===== config.mk =====
export PLATFORM = sky130hd
export DESIGN_NAME = spi_wb_arbiter
export DESIGN_NICKNAME = d
export VERILOG_FILES = /design/src/rtl/spi_wb_arbiter.sv
export SDC_FILE = /design/constraint.sdc
export NUM_CORES = 1
export LEC_CHECK = 0
export CAP_MARGIN = 20
export CORE_ASPECT_RATIO = 0.7
export CORE_MARGIN = 10
export CORE_UTILIZATION = 27
export DETAILED_ROUTE_END_ITERATION = 6
export PLACE_DENSITY = 0.85
export SLEW_MARGIN = 20
export SYNTH_ARGS = -nofsm -noshare
export SYNTH_HDL_FRONTEND = slang
export SYNTH_SLANG_ARGS = --single-unit

===== constraint.sdc =====
create_clock -name i_clk -period 5.4 [get_ports i_clk]
set_input_delay 0.54 -clock i_clk [delete_from_list [all_inputs] [get_ports i_clk]]
set_output_delay 0.54 -clock i_clk [all_outputs]
set_load 0.05 [all_outputs]

===== src/rtl/spi_wb_arbiter.sv =====
// Round-robin two-master Wishbone arbiter in front of the spixpress flash port (wb + cfg strobes).
// Grant is registered (1 cycle from idle request); no buffering, owner sees slave stall, the waiting master sees stall=1.
module spi_wb_arbiter #(
  parameter int MAX_BURST = 16,
  parameter int CNT_W     = 4
) (
  input  logic        i_clk,
  input  logic        i_reset,
  input  logic        i_a_cyc,
  input  logic        i_a_stb,
  input  logic        i_a_cfg_stb,
  input  logic        i_a_we,
  input  logic [21:0] i_a_addr,
  input  logic [31:0] i_a_data,
  output logic        o_a_stall,
  output logic        o_a_ack,
  output logic [31:0] o_a_data,
  input  logic        i_b_cyc,
  input  logic        i_b_stb,
  input  logic        i_b_cfg_stb,
  input  logic        i_b_we,
  input  logic [21:0] i_b_addr,
  input  logic [31:0] i_b_data,
  output logic        o_b_stall,
  output logic        o_b_ack,
  output logic [31:0] o_b_data,
  output logic        o_spi_cyc,
  output logic        o_spi_stb,
  output logic        o_spi_cfg_stb,
  output logic        o_spi_we,
  output logic [21:0] o_spi_addr,
  output logic [31:0] o_spi_data,
  input  logic        i_spi_stall,
  input  logic        i_spi_ack,
  input  logic [31:0] i_spi_data
);

  localparam int BW = $clog2(MAX_BURST + 1);
  localparam logic [BW-1:0] MAX_B = BW'(MAX_BURST);

  typedef enum logic [1:0] {S_IDLE, S_OWN_A, S_OWN_B, S_DRAIN} state_t;

  state_t           state;
  logic             owner_b;
  logic             last_b;
  logic [BW-1:0]    burst_cnt;
  logic [CNT_W-1:0] out_cnt;

  logic             own, active, live;
  logic             x_cyc, y_cyc, x_stb, x_cfg_stb;
  logic             accept, ack_dec;
  logic [CNT_W:0]   out_wide;
  logic [CNT_W-1:0] out_nxt;
  logic [BW-1:0]    burst_nxt;

  assign own    = (state == S_OWN_A) || (state == S_OWN_B);
  assign active = own || (state == S_DRAIN);

  assign x_cyc     = owner_b ? i_b_cyc     : i_a_cyc;
  assign y_cyc     = owner_b ? i_a_cyc     : i_b_cyc;
  assign x_stb     = owner_b ? i_b_stb     : i_a_stb;
  assign x_cfg_stb = owner_b ? i_b_cfg_stb : i_a_cfg_stb;

  // Dropping owner cyc kills the downstream cycle in the same clock (abort).
  assign live    = active && x_cyc;
  assign accept  = own && x_cyc && (x_stb || x_cfg_stb) && !i_spi_stall;
  assign ack_dec = i_spi_ack && (out_cnt != '0);

  assign out_wide  = {1'b0, out_cnt} + (CNT_W+1)'(accept) - (CNT_W+1)'(ack_dec);
  assign out_nxt   = out_wide[CNT_W] ? {CNT_W{1'b1}} : out_wide[CNT_W-1:0];
  assign burst_nxt = (burst_cnt == MAX_B) ? burst_cnt : burst_cnt + BW'(accept);

  assign o_spi_cyc     = live;
  assign o_spi_stb     = own && x_cyc && x_stb;
  assign o_spi_cfg_stb = own && x_cyc && x_cfg_stb;
  assign o_spi_we      = owner_b ? i_b_we   : i_a_we;
  assign o_spi_addr    = owner_b ? i_b_addr : i_a_addr;
  assign o_spi_data    = owner_b ? i_b_data : i_a_data;

  assign o_a_stall = (own && !owner_b) ? i_spi_stall : 1'b1;
  assign o_b_stall = (own &&  owner_b) ? i_spi_stall : 1'b1;
  assign o_a_ack   = live && !owner_b && i_spi_ack;
  assign o_b_ack   = live &&  owner_b && i_spi_ack;
  assign o_a_data  = i_spi_data;
  assign o_b_data  = i_spi_data;

  always_ff @(posedge i_clk or posedge i_reset) begin
    if (i_reset) begin
      state     <= S_IDLE;
      owner_b   <= 1'b0;
      last_b    <= 1'b1;
      burst_cnt <= '0;
      out_cnt   <= '0;
    end else begin
      case (state)
        S_IDLE: begin
          burst_cnt <= '0;
          out_cnt   <= '0;
          if (i_a_cyc && (!i_b_cyc || last_b)) begin
            state   <= S_OWN_A;
            owner_b <= 1'b0;
          end else if (i_b_cyc) begin
            state   <= S_OWN_B;
            owner_b <= 1'b1;
          end
        end
        S_OWN_A, S_OWN_B: begin
          if (!x_cyc) begin
            state     <= S_IDLE;
            last_b    <= owner_b;
            burst_cnt <= '0;
            out_cnt   <= '0;
          end else begin
            burst_cnt <= burst_nxt;
            out_cnt   <= out_nxt;
            // Check the post-accept count so the owner is stalled right after its last allowed strobe.
            if (y_cyc && (burst_nxt >= MAX_B))
              state <= S_DRAIN;
          end
        end
        S_DRAIN: begin
          if (!x_cyc) begin
            state     <= S_IDLE;
            last_b    <= owner_b;
            burst_cnt <= '0;
            out_cnt   <= '0;
          end else if (!y_cyc) begin
            state   <= owner_b ? S_OWN_B : S_OWN_A;
            out_cnt <= out_nxt;
          end else if (out_nxt == '0) begin
            state     <= owner_b ? S_OWN_A : S_OWN_B;
            owner_b   <= !owner_b;
            last_b    <= owner_b;
            burst_cnt <= '0;
            out_cnt   <= '0;
          end else begin
            out_cnt <= out_nxt;
          end
        end
      endcase
    end
  end

endmodule


# Word level (Yosys, flattened, before mapping)
# Cells that the tools add are included.
# Widths: inputs -> output; s select.
[totals] latch_bits=0 mem_count=0 elab_cells=96 mem_bits_rw=0 romBits=0 input_bits=152 output_inout_bits=126 ff_bits=13
[classes] reduce_logical=32 n_lt_le_gt_ge=1 muxes=42 bitwise=0 shifts=0 multipliers=0 eq_ne=13 addsub=3 div=0
[op_table] cell="$mux 32" n=1
[op_table] cell="$mux 5" n=5
[op_table] cell="$mux 22" n=1
[op_table] cell="$mux 4" n=5
[op_table] cell="$mux 2" n=9
[op_table] cell="$mux 1" n=16
[op_table] cell="$logic_and 1x1->1" n=15
[op_table] cell="$pmux 5 s3" n=1
[op_table] cell="$pmux 4 s3" n=1
[op_table] cell="$ne 3x3->1 const B" n=3
[op_table] cell="$ne 2x2->1 const B" n=3
[op_table] cell="$pmux 2 s3" n=1
[op_table] cell="$add 4x1->5" n=1
[op_table] cell="$add 5x1->5" n=1
[op_table] cell="$eq 5x5->1 const B" n=1
[op_table] cell="$ge 5x5->1 const B" n=1
[op_table] cell="$reduce_and 5->1" n=1
[op_table] cell="$sub 5x1->5" n=1
[op_table] cell="$eq 2x2->1 const B" n=2
[op_table] cell="$logic_not 4->1" n=1
[op_table] cell="$logic_or 1x1->1" n=4
[op_table] cell="$ne 4x3->1 const B" n=1
[op_table] cell="$pmux 1 s2" n=2
[op_table] cell="$reduce_and 4->1" n=1
[op_table] cell="10 further kinds" n=13

# Logic depth before layout (Yosys ltp)
[depth] ltp_word=13 ltp_mapped=19 ltp_nobuf=18

# Worst setup path after synthesis
# OpenSTA, ideal clock, no wires.
[synth_timing] kind="input -> register" from="input i_a_cyc" to="register state[1]" slack_ns=1.642 required_ns=5.272 setup_time_ns=0.128 n_path_buf=1 path_stages=17 arrival_ns=3.630 cell_sequence="buf_2 > nand2b_1 > a21oi_2 > nand2_1 > a21oi_1 > inv_1 > ha_1 > inv_1 > ha_1 > inv_1 > fa_1 > nand2b_1 > a21oi_2 > xnor2_2 > nand4_2 > a221oi_2 > mux2_1"
[synth_via] elab_chain_cells=10 word_cells_on_any_way=23 classes_between="3 x add/sub; 1 x order compare; 3 x eq/ne; 9 x mux; 7 x reduce/logical"
[synth_lines] element="start: declaration" line="9" source="input logic i_a_cyc,"
[synth_lines] element="$mux 1" line="59" source="assign x_cyc = owner_b ? i_b_cyc : i_a_cyc;"
[synth_lines] element="$logic_and 1x1->1 (3 in series)" line="66" source="assign accept = own && x_cyc && (x_stb || x_cfg_stb) && !i_spi_stall;"
[synth_lines] element="$add 4x1->5 or $add 5x1->5 (tied branches)" line="69, 71"
[synth_lines] element="$sub 5x1->5 or $mux 5 (tied branches)" line="69, 71"
[synth_lines] element="$mux 4 or $ge 5x5->1 (tied branches)" line="70, 117"
[synth_lines] element="$logic_not 4->1 or $logic_and 1x1->1 (tied branches)" line="130, 117"
[synth_lines] element="$ne 4x3->1 (no source line) or $ne 3x3->1 (tied branches)"
[synth_lines] element="$reduce_and 3->1 (no source line)"
[synth_lines] element="end signal: assignment" line="128" source="state <= owner_b ? S_OWN_B : S_OWN_A;"
[synth_lines] element="end signal: assignment" line="131" source="state <= owner_b ? S_OWN_A : S_OWN_B;"
[synth_lines] element="end: declaration" line="43" source="state_t state;"
# Parallel ways exist; a longest one is shown, timed or not.
# A chain may end at the register's enable or synchronous reset.

# Worst setup path in the final report
[layout_timing] from="input i_a_cyc" to="register burst_cnt[3]"
[layout_via] elab_chain_cells=10 word_cells_on_any_way=17 classes_between="3 x add/sub; 2 x eq/ne; 7 x mux; 5 x reduce/logical"
[layout_lines] element="$mux 1" line="59"
[layout_lines] element="$logic_and 1x1->1 (3 in series)" line="66"
[layout_lines] element="$add 4x1->5" line="69" source="assign out_wide = {1'b0, out_cnt} + (CNT_W+1)'(accept) - (CNT_W+1)'(ack_dec);"
[layout_lines] element="$sub 5x1->5" line="69"
[layout_lines] element="$mux 4" line="70" source="assign out_nxt = out_wide[CNT_W] ? {CNT_W{1'b1}} : out_wide[CNT_W-1:0];"
[layout_lines] element="$logic_not 4->1" line="130" source="end else if (out_nxt == '0) begin"
[layout_lines] element="$ne 3x2->1 (no source line)"
[layout_lines] element="$reduce_and 2->1 (no source line)"
[layout_lines] element="end signal: assignment" line="114" source="burst_cnt <= burst_nxt;"
[layout_lines] element="end: declaration" line="46" source="logic [BW-1:0] burst_cnt;"
# Parallel ways exist; a longest one is shown, timed or not.

==> key figures <==
Status
  – Outcome: complete, no violations

Critical path
  – Setup CP Type: in2reg
  – Worst Path Max Fanout: 11
  – Critical Path AT: 4.67 ns
  – Crit path capture type: flip-flop
  – CP Data Required Time: 5.58 ns
  – Element type at the critical path start: primary input

Global routing
  – Largest net degree at the start of global routing: 67
  – Vias in the first global route: 2314
  – Initial antenna violation count: 0
  – GRT Util Overall: 0.157
  – GR Overflow Total: 0
  – First-pass GRT wire length: 15000 µm

Die
  – Core Footprint: 8010 µm²
  – Core Rows: 27
  – Die W: 129 µm
  – Die extent in y: 96.6 µm
  – Initial cell density of the core: 0.283
  – IO Count: 278
  – Die area: 12500 µm²

Logic synthesis
  – YS warnings: 0
  – Netlist cell types: 46
  – Post-Syn Area: 2260 µm²
  – Syn nets: 423
  – Yosys reg bits: 13
  – Synth Instances: 259
  – Register area share after synthesis: 0.144
  – Mean Syn Cell Area: 8.74 µm²

Pwr
  – Pint: 0.895 mW
  – Psw: 1.08 mW
  – VDD IR max: 0.189 mV
  – Logic pwr share: 0.851
  – Switching portion of total power: 0.546
  – Leak: 1.51 nW
  – Share of power burned in registers: 0.079
  – Clock power share: 0.070
  – Pwr dens: 524 nW/µm²

Finish
  – # nets final: 535
  – Most frequent cells in the layout: clkdlybuf4s50_1, mux2_2, inv_1, nand2_1, a21oi_1
  – FILL cells: 738
  – Layout cells sized above 1: 0.197
  – P&R area growth vs syn: 66.1%
  – Ant. Diodes: 0
  – Most common cell after layout, fill and taps aside: clkdlybuf4s50_1

Timing
  – Worst Max-Slew Pin Slew: 0.814 ns
  – Max-slew violation count: 0
  – F_max: 223 MHz
  – Final period util: 0.832
  – Final Setup Violations: 0
  – Tmin final: 4.49 ns
  – Final hold vios: 0
  – Clock skew: 0.00229 ns
  – Post-route setup TNS: 0 ns
  – Rel. slew slack: 0.457
  – Unrepaired setup endpoints after global routing: false
  – PnR worst setup slack: 0.909 ns
  – Min Hold Slack: 0.522 ns

Min path
  – Hold WC Path Type: reg2reg

Drt
  – Drt pass-1 iters: 4
  – Final ANT Viol Nets: 0
  – Post-DR wirelength/cell: 22.6 µm
  – Post-Route M1 WL: 3520 µm
  – Post-route DRC: 0
  – DR top layer: met4
  – DRT Wirelength: 10700 µm
  – Met3 WL post-DR: 1140 µm
  – Via count: 2200
  – Avg Vias per Cell: 4.67
  – Routed met2 length: 5490 µm
  – DRT iter0 DRCs: 86

Clock network
  – CTS H-tree depth: 1
  – Postcts setup bufs: 0
  – Post-CTS Hold Buffers: 0
  – Clock Latency Late Sink: 0.24 ns
  – Worst-path clk slew: 0.04 ns
  – Clock Tree Buf Depth: 2
  – Clk sink count: 13
  – TritonCTS clock tree: built
  – Cts repair resizes: 0
  – Num CTS Buffers: 3
  – Clock root cell: clkbuf_16

Placed design
  – Post-DP HPWL: 9340 µm
  – Port buffer count: 181
  – Dpl ws: 0.682 ns
  – Gp weighted congestion: 0.909

Job
  – Max cap viols: 0
==> power groups by stage <==
| stage | Clock, mW | Combinational, mW | Sequential (mW) |
|---|---|---|---|
| 4_1_cts | 0.140 | 1.69 | 0.157 |
| 5_1_grt | 0.148 | 1.78 | 0.160 |
| 3_3_place_gp | 0 | 1.65 | 0.156 |
| 6_report | 0.138 | 1.68 | 0.156 |
| 2_1_floorplan | 0 | 1.32 | 0.146 |
| 3_5_place_dp | 0 | 1.68 | 0.158 |
==> critical path, cell delays in order <==
cell	delay, ns
clkdlybuf4s50_1	0.63
nand2b_1	0.21
a21oi_2	0.35
nand2_1	0.12
a21oi_1	0.22
inv_1	0.07
ha_1	0.28
inv_1	0.05
ha_1	0.16
inv_1	0.06
fa_1	0.39
nand2b_1	0.17
a21oi_2	0.16
xnor2_2	0.20
a41oi_2	0.37
or4_1	0.58
nand3_1	0.09
==> per-layer routing <==
metal | GRT usage | vias up
li1 | - | 1046
met1 | 0.146 | 996
met2 | 0.282 | 128
met3 | 0.0773 | 30
met4 | 0.0676 | 0
met5 | 0 | -
==> path summary, 6_finish.rpt <==
kind	startpoint	end	slack [ns]	cells after the start
worst max-delay path	i_a_cyc	burst_cnt[3]	0.91	17
worst min-delay path	burst_cnt[0]	burst_cnt[0]	0.52	2
worst max register to register	owner_b	burst_cnt[3]	1.11	16
worst min register to register	burst_cnt[0]	burst_cnt[0]	0.52	2
max in group asynchronous	i_reset	owner_b	4.36	2
min in group asynchronous	i_reset	burst_cnt[3]	0.65	2
==> state kept, by name, indices dropped and copies added, names as in the netlist <==
register   flops
out_cnt        4
state          2
burst_cnt      5
last_b         1
owner_b        1
==> metrics by stage <==
step / utilization / area, µm² / total power, mW / cells
after floorplan: - / 2260 / 1.46 / 259
after detailed placement: 0.460 / 3680 / 1.84 / 467
after global placement: 0.460 / 3680 / 1.81 / 467
final: 0.470 / 3760 / 1.97 / 471
after CTS: 0.470 / 3760 / 1.99 / 471
after global routing: 0.470 / 3760 / 2.09 / 471
==> cell families after synthesis <==
| logic type | share of synthesized area |
|---|---|
| multiplexers | 0.304 |
| XOR/XNOR | 0.0188 |
| AO/OA/AOI/OAI | 0.104 |
| buffers and inverters | 0.261 |
| flip-flops | 0.144 |
| AND/OR/NAND/NOR | 0.0978 |
| adder cells (fa/ha/maj) | 0.0696 |
==> cells in the mapped netlist, drive strengths merged <==
cell     count  area [µm²]
and2         1        6.26
nand2       15        56.3
a31oi        1        6.26
o21a         1        7.51
o31ai        2        15.0
dfrtp       12         300
a41oi        1        16.3
mux2        59         668
nor3         1        10.0
a21oi       14        77.6
mux2i        2        20.0
nand3        4        20.0
nor2         6        22.5
buf         73         521
a2bb2oi      2        17.5
dfstp        1        26.3
or4          1        7.51
xnor2        3        33.8
nand4        1        12.5
inv         16        60.1
a21o         1        7.51
nand4b       1        8.76
or3          1        6.26
nor2b        1        8.76
nand3b       1        7.51
o22ai        1        6.26
clkbuf       2        7.51
nand2b       4        25.0
clkinv       1        3.75
fa           1        20.0
and3         2        12.5
ha          11         138
or4b         1        10.0
o21bai       1        7.51
a221oi       1        15.0
a21boi       2        15.0
and2b        1        7.51
xor2         1        8.76
o21ai        9        45.0
==> final cells by class <==
cell class	count	area (µm²)	share of cell area
sequential	13	328	0.0871
timing repair buffer	182	1820	0.484
inverter	17	63.8	0.0170
clock buffer	4	78.8	0.0210
tap	101	126	0.0336
multi-input combinational	154	1350	0.358
Note: power is estimated with default switching activity, not from simulation.
